### src/rtl/gate_bist_pkg.sv
// Shared types and constants for the exhaustive 2-input gate tester.
// Truth tables are indexed by {a,b}; bit k is the expected output for vector k.
package gate_bist_pkg;

  localparam int unsigned NUM_VEC = 4;
  localparam int unsigned IDX_W   = 2;
  localparam int unsigned ERR_W   = 3;
  localparam int unsigned CNT_W   = 4;

  localparam logic [NUM_VEC-1:0] TT_NAND = 4'b0111;
  localparam logic [NUM_VEC-1:0] TT_AND  = 4'b1000;
  localparam logic [NUM_VEC-1:0] TT_OR   = 4'b1110;
  localparam logic [NUM_VEC-1:0] TT_XOR  = 4'b0110;

  typedef enum logic [1:0] {
    IDLE   = 2'd0,
    APPLY  = 2'd1,
    SAMPLE = 2'd2,
    DONE   = 2'd3
  } state_t;

  // Result bundle reported after each sweep
  typedef struct packed {
    logic               pass;
    logic [ERR_W-1:0]   err_count;
    logic [NUM_VEC-1:0] fail_vec;
  } result_t;

endpackage

### src/rtl/gate_bist_if.sv
// Control/observation bundle between the tester and its environment.
// The slave side is the tester; the master side drives start and the gate output.
interface gate_bist_if;
  import gate_bist_pkg::*;

  logic               start;
  logic               dut_y;
  logic               dut_a;
  logic               dut_b;
  logic               busy;
  logic               done;
  logic               pass;
  logic [ERR_W-1:0]   err_count;
  logic [NUM_VEC-1:0] fail_vec;

  modport master (
    output start, dut_y,
    input  dut_a, dut_b, busy, done, pass, err_count, fail_vec
  );

  modport slave (
    input  start, dut_y,
    output dut_a, dut_b, busy, done, pass, err_count, fail_vec
  );

endinterface

### src/rtl/gate_bist_settle_timer.sv
// Settle counter: restarts from zero on load, saturates at SETTLE-1.
// expire is high while the counter sits at its terminal value.
module gate_bist_settle_timer
  import gate_bist_pkg::*;
#(
  parameter int unsigned SETTLE = 2
) (
  input  logic clk,
  input  logic rst,
  input  logic load,
  output logic expire
);

  localparam logic [CNT_W-1:0] LAST = CNT_W'(SETTLE - 1);

  logic [CNT_W-1:0] cnt;

  // Saturation keeps the counter parked while the FSM is idle
  always_ff @(posedge clk) begin
    if (rst || load) begin
      cnt <= '0;
    end else if (cnt != LAST) begin
      cnt <= cnt + CNT_W'(1);
    end
  end

  assign expire = (cnt == LAST);

endmodule

### src/rtl/gate_bist.sv
// Exhaustive tester for a 2-input combinational gate: sweeps all four {a,b}
// vectors, samples after a settle time and reports pass, count and failure map.
module gate_bist
  import gate_bist_pkg::*;
#(
  parameter logic [NUM_VEC-1:0] TRUTH  = TT_NAND,
  parameter int unsigned        SETTLE = 2
) (
  input  logic        clk,
  input  logic        rst,
  gate_bist_if.slave  bus
);

  state_t           state, state_nxt;
  logic [IDX_W-1:0] idx, idx_nxt;
  logic             busy, busy_nxt;
  logic             done, done_nxt;
  result_t          res, res_nxt;
  logic             load_c;
  logic             miss_c;
  logic             expire;

  gate_bist_settle_timer #(
    .SETTLE (SETTLE)
  ) u_timer (
    .clk    (clk),
    .rst    (rst),
    .load   (load_c),
    .expire (expire)
  );

  // Case inequality so that an X/Z gate output counts as a mismatch in simulation
  assign miss_c = (bus.dut_y !== TRUTH[idx]);

  always_ff @(posedge clk) begin
    if (rst) begin
      state <= IDLE;
      idx   <= '0;
      busy  <= 1'b0;
      done  <= 1'b0;
      res   <= '0;
    end else begin
      state <= state_nxt;
      idx   <= idx_nxt;
      busy  <= busy_nxt;
      done  <= done_nxt;
      res   <= res_nxt;
    end
  end

  always_comb begin
    state_nxt = state;
    idx_nxt   = idx;
    busy_nxt  = busy;
    done_nxt  = 1'b0;
    res_nxt   = res;
    load_c    = 1'b0;

    case (state)
      IDLE: begin
        if (bus.start) begin
          state_nxt = APPLY;
          idx_nxt   = '0;
          busy_nxt  = 1'b1;
          res_nxt   = '0;
          load_c    = 1'b1;
        end
      end

      APPLY: begin
        if (expire) begin
          state_nxt = SAMPLE;
        end
      end

      SAMPLE: begin
        if (miss_c) begin
          res_nxt.fail_vec[idx] = 1'b1;
          res_nxt.err_count     = res.err_count + ERR_W'(1);
        end
        if (idx == IDX_W'(NUM_VEC - 1)) begin
          // Final vector: pass must see this sample's update
          state_nxt    = DONE;
          busy_nxt     = 1'b0;
          done_nxt     = 1'b1;
          res_nxt.pass = (res_nxt.err_count == '0);
        end else begin
          state_nxt = APPLY;
          idx_nxt   = idx + IDX_W'(1);
          load_c    = 1'b1;
        end
      end

      DONE: begin
        state_nxt = IDLE;
      end

      default: begin
        state_nxt = IDLE;
      end
    endcase
  end

  // The vector index doubles as the gate drive; it holds 11 after a sweep
  assign bus.dut_a     = idx[1];
  assign bus.dut_b     = idx[0];
  assign bus.busy      = busy;
  assign bus.done      = done;
  assign bus.pass      = res.pass;
  assign bus.err_count = res.err_count;
  assign bus.fail_vec  = res.fail_vec;

endmodule

### src/flat_wrapper.sv
// flat-port wrapper written by rule: the top's interface ports become plain ports
module gate_bist_flat import gate_bist_pkg::*;
#(
  parameter logic [NUM_VEC-1:0] TRUTH  = TT_NAND,
  parameter int unsigned        SETTLE = 2
)
  (clk, rst, bus_start, bus_dut_y, bus_dut_a, bus_dut_b, bus_busy, bus_done, bus_pass, bus_err_count, bus_fail_vec);
  gate_bist_if bus_i ();
  input  logic clk;
  input  logic rst;
  input wire logic [$bits(bus_i.start)-1:0] bus_start;
  input wire logic [$bits(bus_i.dut_y)-1:0] bus_dut_y;
  output wire logic [$bits(bus_i.dut_a)-1:0] bus_dut_a;
  output wire logic [$bits(bus_i.dut_b)-1:0] bus_dut_b;
  output wire logic [$bits(bus_i.busy)-1:0] bus_busy;
  output wire logic [$bits(bus_i.done)-1:0] bus_done;
  output wire logic [$bits(bus_i.pass)-1:0] bus_pass;
  output wire logic [$bits(bus_i.err_count)-1:0] bus_err_count;
  output wire logic [$bits(bus_i.fail_vec)-1:0] bus_fail_vec;
  assign bus_i.start = bus_start;
  assign bus_i.dut_y = bus_dut_y;
  assign bus_dut_a = bus_i.dut_a;
  assign bus_dut_b = bus_i.dut_b;
  assign bus_busy = bus_i.busy;
  assign bus_done = bus_i.done;
  assign bus_pass = bus_i.pass;
  assign bus_err_count = bus_i.err_count;
  assign bus_fail_vec = bus_i.fail_vec;
  gate_bist #(.TRUTH(TRUTH), .SETTLE(SETTLE)) u_core (.clk(clk), .rst(rst), .bus(bus_i));
endmodule
### config.mk
export PLATFORM = sky130hd
export DESIGN_NAME = gate_bist_flat
export DESIGN_NICKNAME = d
export VERILOG_FILES = /design/src/rtl/gate_bist_pkg.sv /design/src/rtl/gate_bist_if.sv /design/src/rtl/gate_bist_settle_timer.sv /design/src/rtl/gate_bist.sv /design/src/flat_wrapper.sv
export SDC_FILE = /design/constraint.sdc
export NUM_CORES = 1
export LEC_CHECK = 0
export BUFFER_PORTS_ARGS = -buffer_cell sky130_fd_sc_hd__buf_2
export CAP_MARGIN = 40
export CORE_MARGIN = 2
export CORE_UTILIZATION = 51
export DETAILED_ROUTE_END_ITERATION = 10
export MAX_ROUTING_LAYER = met4
export PLACE_DENSITY = 0.75
export SLEW_MARGIN = 20
export SYNTH_ARGS = -nofsm -noshare
export SYNTH_HDL_FRONTEND = slang
export SYNTH_SLANG_ARGS = --single-unit
### constraint.sdc
create_clock -name clk -period 3.4 [get_ports clk]
set_input_delay 0.68 -clock clk [delete_from_list [all_inputs] [get_ports clk]]
set_output_delay 0.68 -clock clk [all_outputs]
set_load 0.02 [all_outputs]
# Yosys cells after proc, flatten, opt, wreduce, memory -nomap -nowiden
# Cells that the tools add are included.
# word_totals
ff_bits,18
output_inout_bits,12
ram_bits,0
wordCells,61
n_memories,0
mem_bits_ro,0
inputBits,4
latchBits,0
# classes
n_shift,0
add_sub_neg,3
eq_ne,12
n_bitwise,2
reduce_logical,11
multipliers,0
div_mod_pow,0
magnitude_cmp,2
mux,23
# ops
op,n
case mux 8 bit (2 select lines),1
2-to-1 mux 7 bit,2
2-to-1 mux 2 bit,5
AND reduction 3 bit,3
2-to-1 mux 1 bit,8
2-to-1 mux 8 bit,1
case mux 2 bit (4 select lines),1
"equality test 2 bit, second input constant",3
"inequality test 2 x 1 -> 1 bit, second input constant",3
"adder 4 x 1 -> 4 bit, second input constant",1
"equality test 4 x 1 -> 1 bit, second input constant",1
"inequality test 2 bit, second input constant",2
"inequality test 4 x 1 -> 1 bit, second input constant",1
OR 4 bit,1
case mux 1 bit (2 select lines),2
case mux 2 bit (2 select lines),1
AND reduction 2 bit,2
"adder 3 x 1 -> 3 bit, second input constant",1
logical NOT 3 bit,1
"< comparator 2 x 3 -> 1 bit, second input constant",1
"adder 2 x 1 -> 2 bit, second input constant",1
binary-select mux 1 bit (select 2 bit),1
demux 1 bit (select 2 bit),1
"equality test 2 x 1 -> 1 bit, second input constant",1
8 further kinds,8

# Logic depth before layout (Yosys ltp)
# depth
word_depth,10
mapped_depth,6
ltp_nobuf,5

# Hierarchy
# A second synthesis with hierarchy kept.
# hier_totals
hier_cells,101
area_unflattened_um2,963.4
# by_module_without_submodules
mod,seq_area_each_um2,instances,area_each_um2,cells_per_inst
gate_bist,280.3,1,744.5,81
gate_bist_settle_timer,80.1,1,219.0,20

# Least setup slack after synthesis
# No wires, ideal clock.
# synth_timing
kind,reg2reg
startpoint,register u_core.idx[0]
endpoint,"register u_core.res, in the netlist u_core.bus.err_count[1]"
path_stages_with_launch,7
required_time_ps,3272
t_arrival_ps,1533
setup_ps,128
setup_slack_ps,1739
period_less_slack_ps,1661
path_buffers,1
cell_sequence,dfxtp_1 > ha_1 > buf_6 > xnor2_4 > mux2_4 > a32oi_1 > nor2_1
# synth_between
elab_chain_cells,6
# synth_lines
item,line_no,text
start: declaration,gate_bist.sv:15,"logic [IDX_W-1:0] idx, idx_nxt;"
start signal: assignment,gate_bist.sv:44,idx <= idx_nxt;
binary-select mux 1 bit (select 2 bit),gate_bist.sv:33,assign miss_c = (bus.dut_y !== TRUTH[idx]);
2-to-1 mux 1 bit (not written as such),gate_bist.sv:33,
case inequality test 1 bit,gate_bist.sv:33,
2-to-1 mux 7 bit,gate_bist.sv:77,if (miss_c) begin
2-to-1 mux 7 bit,gate_bist.sv:59,case (state)
case mux 8 bit (2 select lines),gate_bist.sv:59,
end signal: assignment,gate_bist.sv:47,res <= res_nxt;
end: declaration,gate_bist.sv:18,"result_t res, res_nxt;"
# Every way passes these cells. The select of a mux whose other input is x is not followed.
# A chain may end at the register's enable or synchronous reset.

# Worst setup path in the final report
# Same ends and word-level chain as after synthesis.

==> results.ini <==
[critical_path]
ff2ff_setup_slack_ns=1.61
worst_ep_required_time_ns=3.58
start_kind=register
crit_type=reg -> reg
cp-end-kind=register
crit_arrival_ns=1.97
crit_fanout=10

[synth]
postSynthCellCount=96
syn-num-nets=107
synth_enable_flop_cells=0
ys_types=31
synth.avg_cell_area_um2=9.33
synth_top_area_share_pct=40.2
synth_top_area_cell=dfxtp_1
ys_top_cells_by_area=dfxtp_1 (40%), ha_1 (9.8%), a22oi_1 (5.0%)
synth_area_um2=896
synth_top_flop_cell=dfxtp_1
ys_seq_area_share_pct=40.2
synth-seq-cells=18
yosysWarningCount=0
ys_async_sr_fraction_pct=0

[die]
design.portCount=16
num_rows=15
die_h_um=45.9
start_util_pct=53.0
die_x_um=45.9
dieArea_um2=2110
coreArea_um2=1690

[clocking]
post_cts_buffers=0
cts_resized=0
cts_hold_buf=0
tritoncts=built
cts_num_sinks=18
htreeDepth=1
clk_latency_ns=0.29
clk_pin_slew_ns=0.10
cts_inserted_buffers=3
root_buffer=clkbuf_4
clk_path_buf_depth=2

[power_and_ir_drop]
ir_drop_uv=211
p_leak_nw=0.437
p_per_area_nw_per_um2=411
power_uw=414

[grt]
grt_max_degree=19
grt_use_total_pct=19.0
antenna_found_initial=0
grt_pass1_vias=589
grt_overflow=0
grt_pass1_wl_um=2730

[detailed_routing]
wl_um=1660
first_pass_iters=5
vias=715
wl_per_cell_um=12.9
first_iter_violations=8
ant_nets=0
drc_errors=0
vias_per_cell=5.59

[place]
post-place-ws_ns=1.64
gp_congestion=0.795
hpwl_um=1170
portBuffers=15
placed_cell_area_um2=970

[timing]
finalSetupTns_ns=0
min_period_ns=1.79
finalHoldWorstSlack_ns=0.501
final_max_slew_viol_count=0
rsz0062_at_grt=false
max_freq_mhz=557
slew_headroom_pct=58.4
fin_skew_ns=0.00436
setup_violations=0
finalHoldViolCount=0
worst_pin_slew_ns=0.618
worst_slack_ns=1.61
fin_crit_sh_pct=52.8

[layout]
fin_nets=123
drive_above_1_share_pct=19.8
areaGrowthSynthToFinish_pct=12.3
n_antenna_cell=0
fill_cells=153
final_area_um2=1010

[flow_run]
maxCapViolCount=0

[status]
status=finished, final reports clean

[worst_hold_path]
min_path_type=reg -> reg

-- critical path: stages, from the launching register on --
cell,delay (ns)
dfxtp_1,0.45
ha_1,0.49
xnor2_4,0.19
mux2_4,0.32
a32oi_1,0.19
nor2_1,0.05
-- cell usage in the layout (no fill, tap or decap), types with 2 or more instances in the layout --
cell / netlist / layout
clkbuf_4: 0 / 3
a21oi_1: 4 / 4
xor2_1: 2 / 2
buf_2: 0 / 15
nor3_1: 3 / 3
nor2_1: 12 / 12
a21o_1: 2 / 2
ha_1: 7 / 7
nand3b_1: 2 / 2
nand3_1: 3 / 3
or3_1: 2 / 2
nand2_1: 5 / 5
inv_1: 4 / 4
nor2b_1: 2 / 2
a22oi_1: 6 / 6
nand2b_1: 3 / 3
o21ai_0: 2 / 2
dfxtp_1: 18 / 18
xnor2_1: 3 / 3
-- state kept, by name (all words and copies together) (netlist names) --
| name | cells |
|---|---|
| u_core.bus.fail_vec | 4 |
| u_core.u_timer.cnt | 4 |
| u_core.bus.err_count | 3 |
| u_core.idx | 2 |
| u_core.state | 2 |
| u_core.bus.busy | 1 |
| u_core.bus.done | 1 |
| u_core.bus.pass | 1 |
-- metal layers --
layer / up-vias / track usage (%) / share of wire, %
li1: 365 / - / -
met1: 338 / 25.4 / 48
met2: 10 / 27.5 / 48
met3: 2 / 3.57 / 3.0
met4: 0 / 8.57 / 0.72
met5: - / - / 0
-- Yosys cell counts (2+ instances only) --
cell and n:
nand3b_1 2, nand2b_1 3, a22oi_1 6, inv_1 4
nand2_1 5, or3_1 2, xnor2_1 3, nor2_1 12
nand3_1 3, xor2_1 2, a21oi_1 4, o21ai_0 2
ha_1 7, clkbuf_1 3, nor2b_1 2, nor3_1 3
dfxtp_1 18, a21o_1 2
-- where the power goes --
part / internal (mW) / leakage (nW) / switching (mW)
clock network: 0.0652 / 0.0210 / 0.0635
registers: 0.219 / 0.146 / 0.0108
logic: 0.0231 / 0.270 / 0.0319
total: 0.307 / 0.437 / 0.106
-- final timing paths --
check,depth (start not counted),end,start
max,5,u_core.bus.err_count[1]$_SDFFE_PP0P_,u_core.idx[0]$_SDFFE_PP0P_
min,2,u_core.bus.fail_vec[1]$_SDFFE_PP0P_,u_core.bus.fail_vec[1]$_SDFFE_PP0P_
max reg2reg,5,u_core.bus.err_count[1]$_SDFFE_PP0P_,u_core.idx[0]$_SDFFE_PP0P_
min reg2reg,2,u_core.bus.fail_vec[1]$_SDFFE_PP0P_,u_core.bus.fail_vec[1]$_SDFFE_PP0P_
-- kinds of logic after synthesis --
| kind of cell | Yosys count | share of synthesized area (%) |
|---|---|---|
| simple gates | 35 | 19.6 |
| compound gates | 20 | 15.4 |
| flops | 18 | 40.2 |
| buf+inv | 8 | 4.19 |
| fa+ha+maj | 7 | 9.78 |
| xor+xnor | 6 | 7.96 |
| mux | 2 | 2.93 |
-- metrics by stage --
stage	cells	util (%)
5_1_grt	128	59.6
3_3_place_gp	124	57.4
4_1_cts	128	59.6
6_report	128	59.6
3_5_place_dp	124	57.4
2_1_floorplan	96	-
-- layout make-up --
class / count / area [um2] / share of cell area, %
Timing Repair Buffer: 15 / 75.1 / 7.46
Multi-Input combinational cell: 70 / 498 / 49.5
Inverter: 4 / 15.0 / 1.49
Clock buffer: 4 / 36.3 / 3.61
Sequential cell: 18 / 360 / 35.8
Tap cell: 17 / 21.3 / 2.11
(Power assumes the default switching activity.)
